**src/rtl/id_ex_pkg.sv**
```systemverilog
// Shared defaults and state type for the ID/EX pipeline register stage.
package id_ex_pkg;

    localparam int DATA_W_DEF = 16;
    localparam int ADDR_W_DEF = 4;

    typedef enum logic [0:0] {
        ST_RUN    = 1'b0,
        ST_BUBBLE = 1'b1
    } id_ex_state_e;

    // Bubble counter increment that sticks at all-ones instead of wrapping.
    function automatic logic [15:0] sat_inc16(input logic [15:0] value);
        logic [15:0] result;
        if (value == 16'hFFFF) begin
            result = value;
        end else begin
            result = value + 16'h0001;
        end
        return result;
    endfunction

endpackage

```
**src/rtl/id_ex_hazard.sv**
```systemverilog
// Load-use hazard detect: the load sitting in EX targets a source of the decode slot.
module id_ex_hazard
    import id_ex_pkg::*;
#(
    parameter int ADDR_W = ADDR_W_DEF
) (
    input  logic              in_run,
    input  logic              id_valid,
    input  logic [ADDR_W-1:0] id_rs1,
    input  logic [ADDR_W-1:0] id_rs2,
    input  logic              ex_valid,
    input  logic              ex_mem_read,
    input  logic              ex_reg_write,
    input  logic [ADDR_W-1:0] ex_rd,
    output logic              load_use
);

    // Register 0 compares like any other register number.
    assign load_use = in_run && id_valid && ex_valid && ex_mem_read && ex_reg_write &&
                      ((ex_rd == id_rs1) || (ex_rd == id_rs2));

endmodule

```
**src/rtl/id_ex_stage.sv**
```systemverilog
// ID/EX pipeline register with load-use bubble insertion and bubble counter.
// Optional write-back bypass of operands: define ID_EX_WB_BYPASS_EN.
module id_ex_stage
    import id_ex_pkg::*;
#(
    parameter int DATA_W = DATA_W_DEF,
    parameter int ADDR_W = ADDR_W_DEF
) (
    input  logic              clk,
    input  logic              rst_n,
    input  logic              id_valid,
    output logic              id_ready,
    input  logic [ADDR_W-1:0] id_rs1,
    input  logic [ADDR_W-1:0] id_rs2,
    input  logic [ADDR_W-1:0] id_rd,
    input  logic              id_reg_write,
    input  logic              id_mem_read,
    input  logic [DATA_W-1:0] rf_rd1,
    input  logic [DATA_W-1:0] rf_rd2,
    input  logic              wb_reg_write,
    input  logic [ADDR_W-1:0] wb_reg,
    input  logic [DATA_W-1:0] wb_data,
    input  logic              flush,
    input  logic              ex_ready,
    output logic              ex_valid,
    output logic [DATA_W-1:0] ex_op1,
    output logic [DATA_W-1:0] ex_op2,
    output logic [ADDR_W-1:0] ex_rd,
    output logic              ex_reg_write,
    output logic              ex_mem_read,
    output logic [15:0]       bubble_cnt
);

    id_ex_state_e      state_r;
    logic              load_use_s;
    logic [DATA_W-1:0] op1_s;
    logic [DATA_W-1:0] op2_s;
    logic [15:0]       bubble_cnt_nxt_s;
    logic              wb_unused_s;

    id_ex_hazard #(.ADDR_W(ADDR_W)) u_hazard (
        .in_run       (state_r == ST_RUN),
        .id_valid     (id_valid),
        .id_rs1       (id_rs1),
        .id_rs2       (id_rs2),
        .ex_valid     (ex_valid),
        .ex_mem_read  (ex_mem_read),
        .ex_reg_write (ex_reg_write),
        .ex_rd        (ex_rd),
        .load_use     (load_use_s)
    );

    assign id_ready    = ex_ready && !load_use_s;
    assign wb_unused_s = ^{wb_reg_write, wb_reg, wb_data};

    // Operand selection for the decode slot.
    always_comb begin
        op1_s = rf_rd1;
        op2_s = rf_rd2;
`ifdef ID_EX_WB_BYPASS_EN
        if (wb_reg_write && (wb_reg == id_rs1)) begin
            op1_s = wb_data;
        end else begin
            op1_s = rf_rd1;
        end
        if (wb_reg_write && (wb_reg == id_rs2)) begin
            op2_s = wb_data;
        end else begin
            op2_s = rf_rd2;
        end
`endif
    end

    // Bubble counter next value; flush suppresses the RUN->BUBBLE edge.
    always_comb begin
        bubble_cnt_nxt_s = bubble_cnt;
        if (!flush && ex_ready && load_use_s) begin
            bubble_cnt_nxt_s = sat_inc16(bubble_cnt);
        end else begin
            bubble_cnt_nxt_s = bubble_cnt;
        end
    end

    // Bubble counter register.
    always_ff @(posedge clk or negedge rst_n) begin
        if (!rst_n) begin
            bubble_cnt <= 16'h0000;
        end else begin
            bubble_cnt <= bubble_cnt_nxt_s;
        end
    end

    // EX payload and RUN/BUBBLE state; flush beats stall, bubble and transfer.
    always_ff @(posedge clk or negedge rst_n) begin
        if (!rst_n) begin
            state_r      <= ST_RUN;
            ex_valid     <= 1'b0;
            ex_reg_write <= 1'b0;
            ex_mem_read  <= 1'b0;
            ex_op1       <= {DATA_W{1'b0}};
            ex_op2       <= {DATA_W{1'b0}};
            ex_rd        <= {ADDR_W{1'b0}};
        end else if (flush) begin
            state_r      <= ST_RUN;
            ex_valid     <= 1'b0;
            ex_reg_write <= 1'b0;
            ex_mem_read  <= 1'b0;
        end else if (ex_ready) begin
            if (load_use_s) begin
                state_r      <= ST_BUBBLE;
                ex_valid     <= 1'b0;
                ex_reg_write <= 1'b0;
                ex_mem_read  <= 1'b0;
            end else begin
                state_r <= ST_RUN;
                if (id_valid) begin
                    ex_valid     <= 1'b1;
                    ex_reg_write <= id_reg_write;
                    ex_mem_read  <= id_mem_read;
                    ex_op1       <= op1_s;
                    ex_op2       <= op2_s;
                    ex_rd        <= id_rd;
                end else begin
                    ex_valid     <= 1'b0;
                    ex_reg_write <= 1'b0;
                    ex_mem_read  <= 1'b0;
                end
            end
        end
    end

endmodule

```
**config.mk**
```make
export PLATFORM = sky130hd
export DESIGN_NAME = id_ex_stage
export DESIGN_NICKNAME = d
export VERILOG_FILES = /design/src/rtl/id_ex_pkg.sv /design/src/rtl/id_ex_hazard.sv /design/src/rtl/id_ex_stage.sv
export SDC_FILE = /design/constraint.sdc
export NUM_CORES = 1
export LEC_CHECK = 0
export ABC_AREA = 1
export CAP_MARGIN = 20
export CORE_UTILIZATION = 41
export DETAILED_ROUTE_END_ITERATION = 12
export PLACE_DENSITY = 0.85
export SETUP_SLACK_MARGIN = 0.05
export SYNTH_ARGS = -nofsm -noshare
export SYNTH_HDL_FRONTEND = slang
export SYNTH_HIERARCHICAL = 1
export SYNTH_SLANG_ARGS = --single-unit
```
**constraint.sdc**
```tcl
create_clock -name clk -period 2.4 [get_ports clk]
set_clock_uncertainty 0.1 [all_clocks]
set_input_delay 0.72 -clock clk [delete_from_list [all_inputs] [get_ports clk]]
set_output_delay 0.72 -clock clk [all_outputs]
set_load 0.02 [all_outputs]
```
==> After elaboration in Yosys (flattened, before gate mapping) <==
Cells that the tools add are included.
Widths: inputs -> output; s select.
{ "totals": {"reg_bits": 56, "inputBits": 72, "out_inout_bits": 56, "wordCells": 45} }
{ "op_classes": {"n_addsub": 1, "n_eq_ne": 3, "muxes": 15, "n_bitwise": 4, "n_reduce_logical": 14} }
{ "ops": {"columns": ["cell", "count"], "rows": [
  ["$add 16x1->16 const B", 1],
  ["$eq 16x16->1 const B", 1],
  ["$mux 1", 15],
  ["$eq 4x4->1", 2],
  ["$logic_and 1x1->1", 8],
  ["$not 1->1", 4],
  ["$reduce_and 4->1", 1],
  ["$logic_not 1->1", 2],
  ["$reduce_and 2->1", 1],
  ["$reduce_bool 2->1", 1],
  ["$logic_or 1x1->1", 1]
]} }

==> Depth between registers and ports, before layout <==
{ "depth": {"word_depth": 9, "ltp_mapped": 11, "ltp_nobuf": 10} }

==> Hierarchy <==
Netlist, hierarchy kept.
{ "by_module_without_submodules": {"columns": ["mod", "n_inst", "cells_each", "area_per_inst_um2", "seq_area_each_um2"], "rows": [
  ["id_ex_stage", 1, 230, 2552.4, 1401.3],
  ["id_ex_hazard", 1, 45, 178.9, 0.0]
]} }

==> Worst setup path after synthesis <==
OpenSTA, ideal clock, no wires.
{ "synth_timing": {"path_kind": "input -> register", "from": "input port id_rs2[1]", "to": "register ex_op2[10]", "setup_ps": 125, "arrival_ps": 1913, "required_time_ps": 2175, "slack_ps": 262, "path_stages": 11, "path_buffers": 2, "path_cell_list": "inv_1 nand2_1 nand2_1 nor2_1 nand2_1 a21oi_2 nor2_4 nand3_2 buf_6 buf_6 mux2_4"} }
{ "synth_via": {"elab_chain_cells": 5} }
{ "synth_lines": {"columns": ["element", "line", "source"], "rows": [
  ["start, declared", "id_ex_stage.sv:14", "input logic [ADDR_W-1:0] id_rs2,"],
  ["$eq 4x4->1", "id_ex_hazard.sv:20", "((ex_rd == id_rs1) || (ex_rd == id_rs2));"],
  ["$logic_or 1x1->1", "id_ex_hazard.sv:20", null],
  ["$logic_and 1x1->1", "id_ex_hazard.sv:19", "assign load_use = in_run && id_valid && ex_valid && ex_mem_read && ex_reg_write &&"],
  ["named net load_use_s", "id_ex_stage.sv:35", "logic load_use_s;"],
  ["$not 1->1 (no line)", null, null],
  ["$reduce_and 4->1 (no line)", null, null],
  ["end signal, assigned", "id_ex_stage.sv:101", "ex_op2 <= {DATA_W{1'b0}};"],
  ["end signal, assigned", "id_ex_stage.sv:121", "ex_op2 <= op2_s;"],
  ["end, declared", "id_ex_stage.sv:27", "output logic [DATA_W-1:0] ex_op2,"]
]} }
The timed path passes the listed nets, and every way through them passes these cells.
A chain may end at the register's enable or synchronous reset.

==> Final worst setup path <==
{ "layout_timing": {"from": "input port id_rs2[2]", "to": "output port id_ready"} }
{ "layout_via": {"elab_chain_cells": 5} }
{ "layout_lines": {"columns": ["element", "line", "source"], "rows": [
  ["$eq 4x4->1", "id_ex_hazard.sv:20", null],
  ["$logic_or 1x1->1", "id_ex_hazard.sv:20", null],
  ["$logic_and 1x1->1", "id_ex_hazard.sv:19", null],
  ["named net load_use_s", "id_ex_stage.sv:35", null],
  ["$logic_not 1->1", "id_ex_stage.sv:53", "assign id_ready = ex_ready && !load_use_s;"],
  ["$logic_and 1x1->1", "id_ex_stage.sv:53", null],
  ["end, declared", "id_ex_stage.sv:12", "output logic id_ready,"]
]} }
The timed path passes the listed nets, and every way through them passes these cells.

==> impl_metrics.toml <==
[outcome]
outcome = "complete, no violations"

[detailed_routing]
wire_per_inst_microns = 13.5
via_count = 2270
antenna_left = 0
routed_wl_microns = 6390
drc = 0
routed_via_density = 4.79
drt_iter0_markers = 38
drt-pass1-iter-count = 4

[cts]
cts_inserted_buffers = 5
clockBufferDepth = 2
clk_latency_ns = 0.31
hold_buffers = 0
cts_tree = "yes"
cts.clk_slew.worst_paths_ns = 0.10
clock_sinks = 56
h-tree-depth = 2
root_buffer = "clkbuf_8"

[synth]
yosys_most_used_dff = "dfrtp_1"
async_flop_share_pct = 100
synth_top_area_share_pct = 51.3
synth.ff_latch_count = 56
synth_most_common_cell = "nand2_1"
synth_area_leaders = "dfrtp_1, mux2_2, nand2_1"
syn-num-nets = 348
synth_area_sq_um = 2730
yosys.area.top_type = "dfrtp_1"
yosys-top-cells-count = "nand2_1, dfrtp_1, mux2_2"
syn_avg_cell_area_sq_um = 9.93
yosysWarnings = 6
synth.distinct_cells = 24
yosysSeqAreaShare_pct = 51.3
synth-edff-count = 0
synthCells = 275

[pwr]
p_leak_nw = 1.89
swShare_pct = 29.4
vdd.ir_drop.worst_v = 0.000393
comb_power_share_pct = 30.4
power_frac_seq_pct = 46.6
p_int_mw = 1.71
p_clk_share_pct = 23.0
switchingPower_uw = 713
power_density_nw_per_um2 = 593

[cells_and_area]
diodes = 0
area_delta_synth_final_pct = 49.7
fin_util_pct = 64.0
seq_area_sq_um = 1400
multi_input_area_sq_um = 1190
fin_cells = 474
fin_area_sq_um = 4090
drive_above_1_share_pct = 22.9
fillCellCount = 510
layout.nets = 469

[floorplan]
initial_utilization_pct = 42.8
core_area_sq_um = 6390
die_x_microns = 83.6
die_h_microns = 83.6
dieArea_sq_um = 6990
rows = 29
io_pins = 128

[setup_path]
critPathRequiredTime_ns = 1.58
worst_setup_path_end_kind = "output pin"
path_max_fanout = 2
critPathKind = "in2out"
start_kind = "input port"
crit_arrival_ns = 1.52

[sta]
rsz0062_at_grt = "true"
setup_viol = 0
fin_crit_ns = 2.34
tightest_slew_ns = 0.484
post-route-period-util_pct = 97.7
slew_headroom_pct = 67.7
slew_violations = 0
hold_violations = 0
max_freq_mhz = 427

[job]
cap_viol_max_count = 0

[global_routing]
grt_pass1_wl_microns = 11000
grt_pass1_vias = 2401
grt_max_degree = 39
gr-total-overflow = 0
grt_usage_pct = 19.6
grt_antenna_before_repair = 0

[placed_design]
place_area_sq_um = 3970
dp_cells = 464
gp_congestion = 0.804
hpwlAfterDp_microns = 4840
io_buffers = 106

[min_path]
hp-class = "in2async"
## critical path, cell delays in order
cell	delay [ns]
buf_8	0.10
nand2_2	0.06
nand2_2	0.05
nor2_2	0.10
nand2_1	0.09
a21oi_4	0.21
nor2_4	0.06
buf_6	0.13
## layer usage
metal  global-route usage [%]  share of wire, %
met5                        0                 0
met1                     23.1                41
met3                     6.23               9.0
met4                     5.86               1.3
met2                     34.1                49
## cell type report
type                    count  area share (%)
flip-flops and latches     56            34.3
clock buffers               6            2.02
clock inverters             2           0.367
multi-input cells         184            29.0
well taps                  77            2.36
inverters                  29            2.66
repair buffers            120            29.3
## power groups by stage
| stage | logic (mW) | clock network, mW | registers, mW |
|---|---|---|---|
| finish | 0.736 | 0.558 | 1.13 |
| global route | 0.782 | 0.601 | 1.15 |
| CTS | 0.734 | 0.578 | 1.13 |
| detailed placement | 0.733 | 0 | 1.15 |
| global placement | 0.723 | 0 | 1.14 |
| floorplan | 0.175 | 0 | 1.29 |
## flip-flops by register name (all words and copies together), names as in the netlist
name	flops
ex_reg_write	1
bubble_cnt	16
ex_mem_read	1
ex_op1	16
ex_op2	16
ex_rd	4
state_r	1
ex_valid	1
## cell usage in the layout, fill, tap and decap left out, types with 2 or more instances in the layout
cell              n
buf_12            4
buf_2             5
buf_4            10
buf_6             4
clkbuf_8          6
clkdlybuf4s50_1  95
clkinvlp_4        2
dfrtp_1          56
inv_1            24
inv_2             5
mux2_2           29
mux2_4            7
nand2_1          75
nand2_2           4
nand3_1          13
nand3_2           2
nand4_1           4
nor2_1           18
nor2_2            2
nor2_4            3
o21ai_0           9
o21ai_2           4
xnor2_1           4
xor2_1            4
## final timing paths
path,cells past startpoint,end,slack (ns),from
worst max-delay path,8,id_ready,0.06,id_rs2[2]
worst min-delay path,1,ex_op2[7],0.25,rst_n
worst max register to register,12,ex_op2[11],0.22,ex_rd[2]
worst min register to register,1,ex_op2[6],0.42,ex_op2[6]
max in group asynchronous,2,state_r,1.38,rst_n
min in group clk,1,ex_op2[6],0.42,ex_op2[6]
## what timing repair did
action                     in CTS  in global routing
setup endpoints to repair      47                  1
resized for setup              39                 14
pin swaps                      22                 14
setup buffers                   1                  1
## cell families (layout without fill, tap and decap cells)
group                      Yosys count  count (layout)  share of synthesized area, %
adders and majority gates            1               1                         0.458
DFF                                 56              56                          51.3
muxes                               36              36                          15.8
xor gates and xnor gates             8               8                          2.57
AOI/OAI and AO/OA                   16              16                          4.21
buffers and inverters               35             157                          6.00
and+or+nand+nor                    123             123                          19.7
## per-stage QoR
stage	setup TNS, ns	setup WS (ns)	total power, mW	hold WS, ns
3_3_place_gp	-15.96	-0.799	1.86	0.386
3_5_place_dp	-17.80	-0.809	1.88	0.396
2_1_floorplan	0	0.262	1.47	0.324
4_1_cts	0	0.0575	2.44	0.266
5_1_grt	-0.0124	-0.0124	2.53	0.292
6_report	0	0.0557	2.42	0.253
Note: power is estimated with default switching activity, not from simulation.
